--- config.mk ---
export PLATFORM = sky130hd
export DESIGN_NAME = bar_graph_seq_wb
export DESIGN_NICKNAME = d
export VERILOG_FILES = /design/src/rtl/bar_graph_pkg.sv /design/src/rtl/bar_graph_step.sv /design/src/rtl/bar_graph_seq_wb.sv
export SDC_FILE = /design/constraint.sdc
export NUM_CORES = 1
export LEC_CHECK = 0
export BUFFER_PORTS_ARGS = -buffer_cell sky130_fd_sc_hd__buf_2
export CAP_MARGIN = 20
export CORE_UTILIZATION = 35
export DETAILED_ROUTE_END_ITERATION = 10
export MAX_ROUTING_LAYER = met4
export PLACE_DENSITY_LB_ADDON = 0.12
export SLEW_MARGIN = 0
export SYNTH_ARGS = -nofsm -noshare
export SYNTH_HDL_FRONTEND = slang
export SYNTH_SLANG_ARGS = --single-unit
--- constraint.sdc ---
create_clock -name clk -period 2.14 [get_ports clk]
set_input_delay 0.107 -clock clk [delete_from_list [all_inputs] [get_ports clk]]
set_output_delay 0.107 -clock clk [all_outputs]
set_load 0.05 [all_outputs]
--- src/rtl/bar_graph_pkg.sv ---
// Shared definitions for the bar-graph sequencer: register map,
// animation modes and CTRL field positions.
package bar_graph_pkg;

    localparam logic [1:0] REG_CTRL    = 2'd0;
    localparam logic [1:0] REG_PATTERN = 2'd1;
    localparam logic [1:0] REG_PERIOD  = 2'd2;
    localparam logic [1:0] REG_STATUS  = 2'd3;

    typedef enum logic [1:0] {
        MODE_STATIC = 2'd0,
        MODE_ROTATE = 2'd1,
        MODE_BOUNCE = 2'd2,
        MODE_COUNT  = 2'd3
    } mode_t;

    localparam int CTRL_EN      = 0;
    localparam int CTRL_MODE_LO = 1;
    localparam int CTRL_MODE_HI = 2;
    localparam int CTRL_BRI_LO  = 4;
    localparam int CTRL_BRI_HI  = 7;

endpackage

--- src/rtl/bar_graph_step.sv ---
// Next-frame function for one animation step; purely combinational
// so it can be checked over every (mode, frame, dir) combination.
module bar_graph_step
    import bar_graph_pkg::*;
(
    input  mode_t      mode,
    input  logic [7:0] frame,
    input  logic       dir,
    output logic [7:0] next_frame,
    output logic       next_dir
);

    always_comb begin
        next_frame = frame;
        next_dir   = dir;
        unique case (mode)
            MODE_STATIC: next_frame = frame;
            MODE_ROTATE: next_frame = {frame[6:0], frame[7]};
            MODE_BOUNCE: begin
                // Reverse at the end LED so the lit bit reflects off the edge
                if (!dir) begin
                    if (frame[7]) begin
                        next_dir   = 1'b1;
                        next_frame = frame >> 1;
                    end else begin
                        next_frame = frame << 1;
                    end
                end else begin
                    if (frame[0]) begin
                        next_dir   = 1'b0;
                        next_frame = frame << 1;
                    end else begin
                        next_frame = frame >> 1;
                    end
                end
            end
            MODE_COUNT:  next_frame = frame + 8'd1;
        endcase
    end

endmodule

--- src/rtl/bar_graph_seq_wb.sv ---
// Wishbone-controlled LED bar-graph sequencer: register file, step
// prescaler, frame animation and PWM dimming of the 8 LED outputs.
module bar_graph_seq_wb
    import bar_graph_pkg::*;
#(
    parameter int          ADDR_WIDTH     = 2,
    parameter int          DATA_WIDTH     = 16,
    parameter logic [15:0] DEFAULT_PERIOD = 16'd49999
) (
    input  logic                  clk,
    input  logic                  reset,
    output logic [7:0]            bar_graph,
    input  logic [ADDR_WIDTH-1:0] wbs_address,
    input  logic [DATA_WIDTH-1:0] wbs_writedata,
    output logic [DATA_WIDTH-1:0] wbs_readdata,
    input  logic                  wbs_strobe,
    input  logic                  wbs_write,
    input  logic                  wbs_cycle,
    output logic                  wbs_ack
);

    logic        enable;
    mode_t       mode;
    logic [3:0]  brightness;
    logic [7:0]  frame;
    logic        dir;
    logic [15:0] prescaler;
    logic [15:0] period;
    logic [3:0]  pwm_cnt;

    logic        req;
    logic        wr;
    logic        tick;
    logic [1:0]  sel;
    logic [15:0] wdata;
    logic [7:0]  step_frame;
    logic        step_dir;
    logic [15:0] rd_mux;

    assign sel   = wbs_address[1:0];
    assign wdata = wbs_writedata[15:0];
    assign req   = wbs_cycle & wbs_strobe & ~wbs_ack;
    assign wr    = req & wbs_write;
    assign tick  = enable && (prescaler == period);

    bar_graph_step u_step (
        .mode       (mode),
        .frame      (frame),
        .dir        (dir),
        .next_frame (step_frame),
        .next_dir   (step_dir)
    );

    always_comb begin
        rd_mux = 16'h0000;
        unique case (sel)
            REG_CTRL:    rd_mux = {8'h00, brightness, 1'b0, mode, enable};
            REG_PATTERN: rd_mux = {8'h00, frame};
            REG_PERIOD:  rd_mux = period;
            REG_STATUS:  rd_mux = {6'b0, enable, dir, frame};
        endcase
    end

    always_ff @(posedge clk) begin
        if (!reset) begin
            enable       <= 1'b0;
            mode         <= MODE_STATIC;
            brightness   <= 4'hF;
            frame        <= 8'h00;
            dir          <= 1'b0;
            prescaler    <= 16'h0000;
            period       <= DEFAULT_PERIOD;
            pwm_cnt      <= 4'h0;
            wbs_ack      <= 1'b0;
            wbs_readdata <= '0;
            bar_graph    <= 8'h00;
        end else begin
            wbs_ack <= req;
            if (req) begin
                wbs_readdata <= DATA_WIDTH'(rd_mux);
            end

            if (wr && sel == REG_CTRL) begin
                enable     <= wdata[CTRL_EN];
                mode       <= mode_t'(wdata[CTRL_MODE_HI:CTRL_MODE_LO]);
                brightness <= wdata[CTRL_BRI_HI:CTRL_BRI_LO];
            end

            if (wr && sel == REG_PERIOD) begin
                period <= wdata;
            end

            if (!enable) begin
                prescaler <= 16'h0000;
            end else if (wr && sel == REG_PERIOD) begin
                prescaler <= 16'h0000;
            end else if (tick) begin
                prescaler <= 16'h0000;
            end else begin
                prescaler <= prescaler + 16'd1;
            end

            // A host pattern load overrides any step due this cycle
            if (wr && sel == REG_PATTERN) begin
                frame <= wdata[7:0];
                dir   <= 1'b0;
            end else if (tick) begin
                frame <= step_frame;
                dir   <= step_dir;
            end

            pwm_cnt   <= pwm_cnt + 4'd1;
            bar_graph <= frame & {8{pwm_cnt <= brightness}};
        end
    end

endmodule

==> out/results.tsv <==
stage	metric	value	unit
pwr	leakage power	1.82	nW
route	Vias/cell	4.97	
grt	first-pass GRT wire length	16500	um
cts	total CTS buffers	9	
grt	grt total ovfl	0	
synthesis	FFs w/ async S/R, synth	0	%
final_layout	Final #Nets	551	
final_layout	Layout area overhead	23.4	%
pwr	power share of the combinational group	7.6	%
placement	GPL Wtd Cong	0.864	
sta	fmax	0.488	GHz
route	first drt pass iteration count	5	
cts	clock slew at reported path FFs	0.08	ns
worst_hold_path	HP Start	wbs_writedata[6]	
sta	RSZ-0062 raised after global routing	yes	
sta	setup ws final	0.0919	ns
cts	clk_lat worst skew	0.36	ns
floorplanning	DIE WIDTH	105	um
worst_setup_path	Startpoint Class	flip-flop	
pwr	Clock power frac	44.6	%
sta	max_slew headroom	61.4	%
route	First DRT Iteration DRCs	137	
pwr	Int Pwr	2.38	mW
worst_hold_path	Min-Delay Path Depth	3	
floorplanning	full die area	11000	um^2
sta	final-report hold violation count	0	
floorplanning	row cnt	37	
cts	Root Driver	clkbuf_8	
flow_run	Max Cap Violations	0	
cts	CTS Sinks	77	
worst_setup_path	worst path arrival time	2.34	ns
final_layout	fin cells	660	
grt	initial antenna violation count	0	
worst_setup_path	CP endpoint kind	flip-flop	
floorplanning	I/O pin total	48	
route	antenna viol nets, final	0	
pwr	Switching Power	0.715	mW
placement	DP Worst Slack	0.0568	ns
sta	Slew Viols, Final	0	
worst_setup_path	CP max FO	4	
floorplanning	core area	10300	um^2
synthesis	Synth Net Count	486	
grt	GRT Util Overall	19.9	%
pwr	power per cell area	678	nW/um^2
pwr	Sw Ratio	23.1	%
synthesis	Yosys warning total	0	
synthesis	Distinct cells, synth	50	
placement	DP Cell Count	636	
final_layout	layout cells sized above 1	19.1	%
pwr	Max VDD drop	261	uV
route	# DRC	0	
pwr	Sequential Power Share	47.8	%
grt	vias in the first global route	3128	
placement	detailed placement HPWL	7340	um
run_status	outcome	finished, final reports clean	
sta	Max Clock Skew	0.00815	ns
route	WL final	9910	um
grt	largest net degree at the start of global routing	32	
synthesis	Avg Synthesized Cell Area	8.12	um^2
worst_hold_path	worst hold path class	in2reg	
synthesis	post-synthesis sequential area ratio	41.7	%
route	total number of vias	3277	
synthesis	EDFF count, synth	0	
synthesis	cell area after synthesis	3700	um^2
placement	port buffer count	47	
sta	Final Cycle Share	95.7	%
synthesis	share of the synthesized area in the top cell type	41.7	%
synthesis	Post-Syn Instances	455	
cts	H-tree depth	3	
sta	minimum clock period	2.05	ns
cts	CTS tree	built	
sta	Final setup viols	0	
final_layout	final instance area	4560	um^2
synthesis	ys flop type	dfxtp_1	
worst_setup_path	r2r setup slk	0.09	ns
worst_setup_path	Worst R2R End	frame[4]	
floorplanning	Die Ht	105	um
cts	Max Root-Sink Buffers	2	
worst_setup_path	Reg-to-Reg Start	period[2]	
synthesis	Synth area leaders	dfxtp_1, nand2_1, nand3_1, a21boi_0, xnor2_1	
synthesis	#FFs+latches synth	77	
worst_setup_path	cells on worst reg2reg path	6	
synthesis	Synth area leader	dfxtp_1	
worst_hold_path	end of the worst hold path	brightness[2]	
sta	worst slew pin tran	0.578	ns
route	routed length per placed instance	15.0	um
worst_setup_path	CP Data Required Time	2.44	ns
worst_setup_path	Crit Path Class	reg2reg	
final_layout	Ant. Diodes	0	
placement	DP Area	4190	um^2
floorplanning	Initial Util	36.0	%
[power by group through the flow]
| stage | Clock [mW] | Sequential, mW | Combinational [mW] |
|---|---|---|---|
| finish | 1.38 | 1.48 | 0.235 |
| global placement | 0 | 1.51 | 0.222 |
| CTS | 1.41 | 1.48 | 0.236 |
| floorplan | 0 | 1.54 | 0.109 |
| global route | 1.49 | 1.48 | 0.259 |
| detailed placement | 0 | 1.51 | 0.223 |
[worst max-delay path: stages, from the launching register on]
cell	delay [ns]
dfxtp_2	0.35
xnor2_2	0.15
nand2_1	0.07
or4_4	0.54
or3_1	0.45
a221o_1	0.28
a31oi_1	0.15
[what timing repair did]
action                     in CTS  in global routing
setup endpoints to repair       0                  4
hold buffers                    9                  0
hold endpoints to repair        9                  0
gates resized for setup         0                 11
buffers inserted                0                  0
[worst max path at each step]
| stage | from | to | depth (start not counted) |
|---|---|---|---|
| 6_report | period[2] | frame[4] | 6 |
| 5_1_grt | period[2] | dir | 6 |
| 4_1_cts | period[2] | dir | 6 |
| 3_3_place_gp | prescaler[10] | dir | 6 |
| 2_1_floorplan | prescaler[6] | dir | 6 |
| 3_5_place_dp | period[2] | dir | 6 |
[layout by cell type, fill, tap and decap left out, drive strengths merged, types with 5 or more instances in the layout]
| master | n |
|---|---|
| nand3 | 34 |
| a21oi | 10 |
| xor2 | 16 |
| ha | 8 |
| a31oi | 6 |
| mux2i | 9 |
| nor2 | 36 |
| o211ai | 6 |
| nor2b | 8 |
| dlygate4sd3 | 9 |
| clkbuf | 11 |
| buf | 69 |
| or4 | 5 |
| xnor2 | 16 |
| o21ai | 17 |
| nor3 | 5 |
| nand4 | 5 |
| nand2 | 87 |
| dfxtp | 77 |
| a21boi | 22 |
| inv | 20 |
[cells in the mapped netlist (8+ instances only)]
| master | count |
|---|---|
| nand2_1 | 87 |
| dfxtp_1 | 77 |
| nor2_1 | 36 |
| nand3_1 | 34 |
| a21boi_0 | 22 |
| clkbuf_1 | 20 |
| inv_1 | 20 |
| o21ai_0 | 16 |
| xnor2_1 | 16 |
| xor2_1 | 16 |
| a21oi_1 | 10 |
| mux2i_1 | 9 |
| ha_1 | 8 |
| nor2b_1 | 8 |
[metal layers]
| metal | track usage (%) | routed length, um | vias up |
|---|---|---|---|
| met1 | 26.5 | 4790 | 1534 |
| met3 | 4.37 | 325 | 5 |
| li1 | - | - | 1686 |
| met5 | - | 0 | - |
| met4 | 6.24 | 68 | 0 |
| met2 | 30.0 | 4720 | 52 |
[through the flow]
stage | setup TNS (ns) | total power [mW] | util [%] | hold slack, ns
floorplan | 0 | 1.65 | - | 0.231
CTS | 0 | 3.13 | 44.0 | 0.0115
global placement | 0 | 1.73 | 40.7 | 0.327
detailed placement | 0 | 1.74 | 40.7 | 0.326
global route | -0.00133 | 3.23 | 44.4 | 0.0180
finish | 0 | 3.09 | 44.4 | 0.0160
[sequential cells by signal, indices dropped and copies added, names as in the netlist]
name / flops
brightness: 4
bar_graph: 8
wbs_ack: 1
enable: 1
dir: 1
wbs_readdata: 16
pwm_cnt: 4
mode: 2
frame: 8
prescaler: 16
period: 16
[cell families after synthesis]
logic type,count (synthesis),synth area share (%)
flops,77,41.7
mux,11,3.05
buf+inv,44,4.50
xor+xnor,32,7.58
fa+ha+maj,8,2.71
compound gates,83,15.5
simple gates,200,24.9
[layout make-up]
| cell class | instances | area (um^2) |
|---|---|---|
| flip-flops and latches | 77 | 1550 |
| well taps | 136 | 170 |
| fillers | 1063 | 5720 |
| inverters | 20 | 75.1 |
| repair buffers | 78 | 503 |
| multi-input cells | 334 | 2020 |
| clock inverters | 4 | 95.1 |
| clock buffers | 11 | 151 |
No activity file was read; power rests on OpenSTA's default activity.
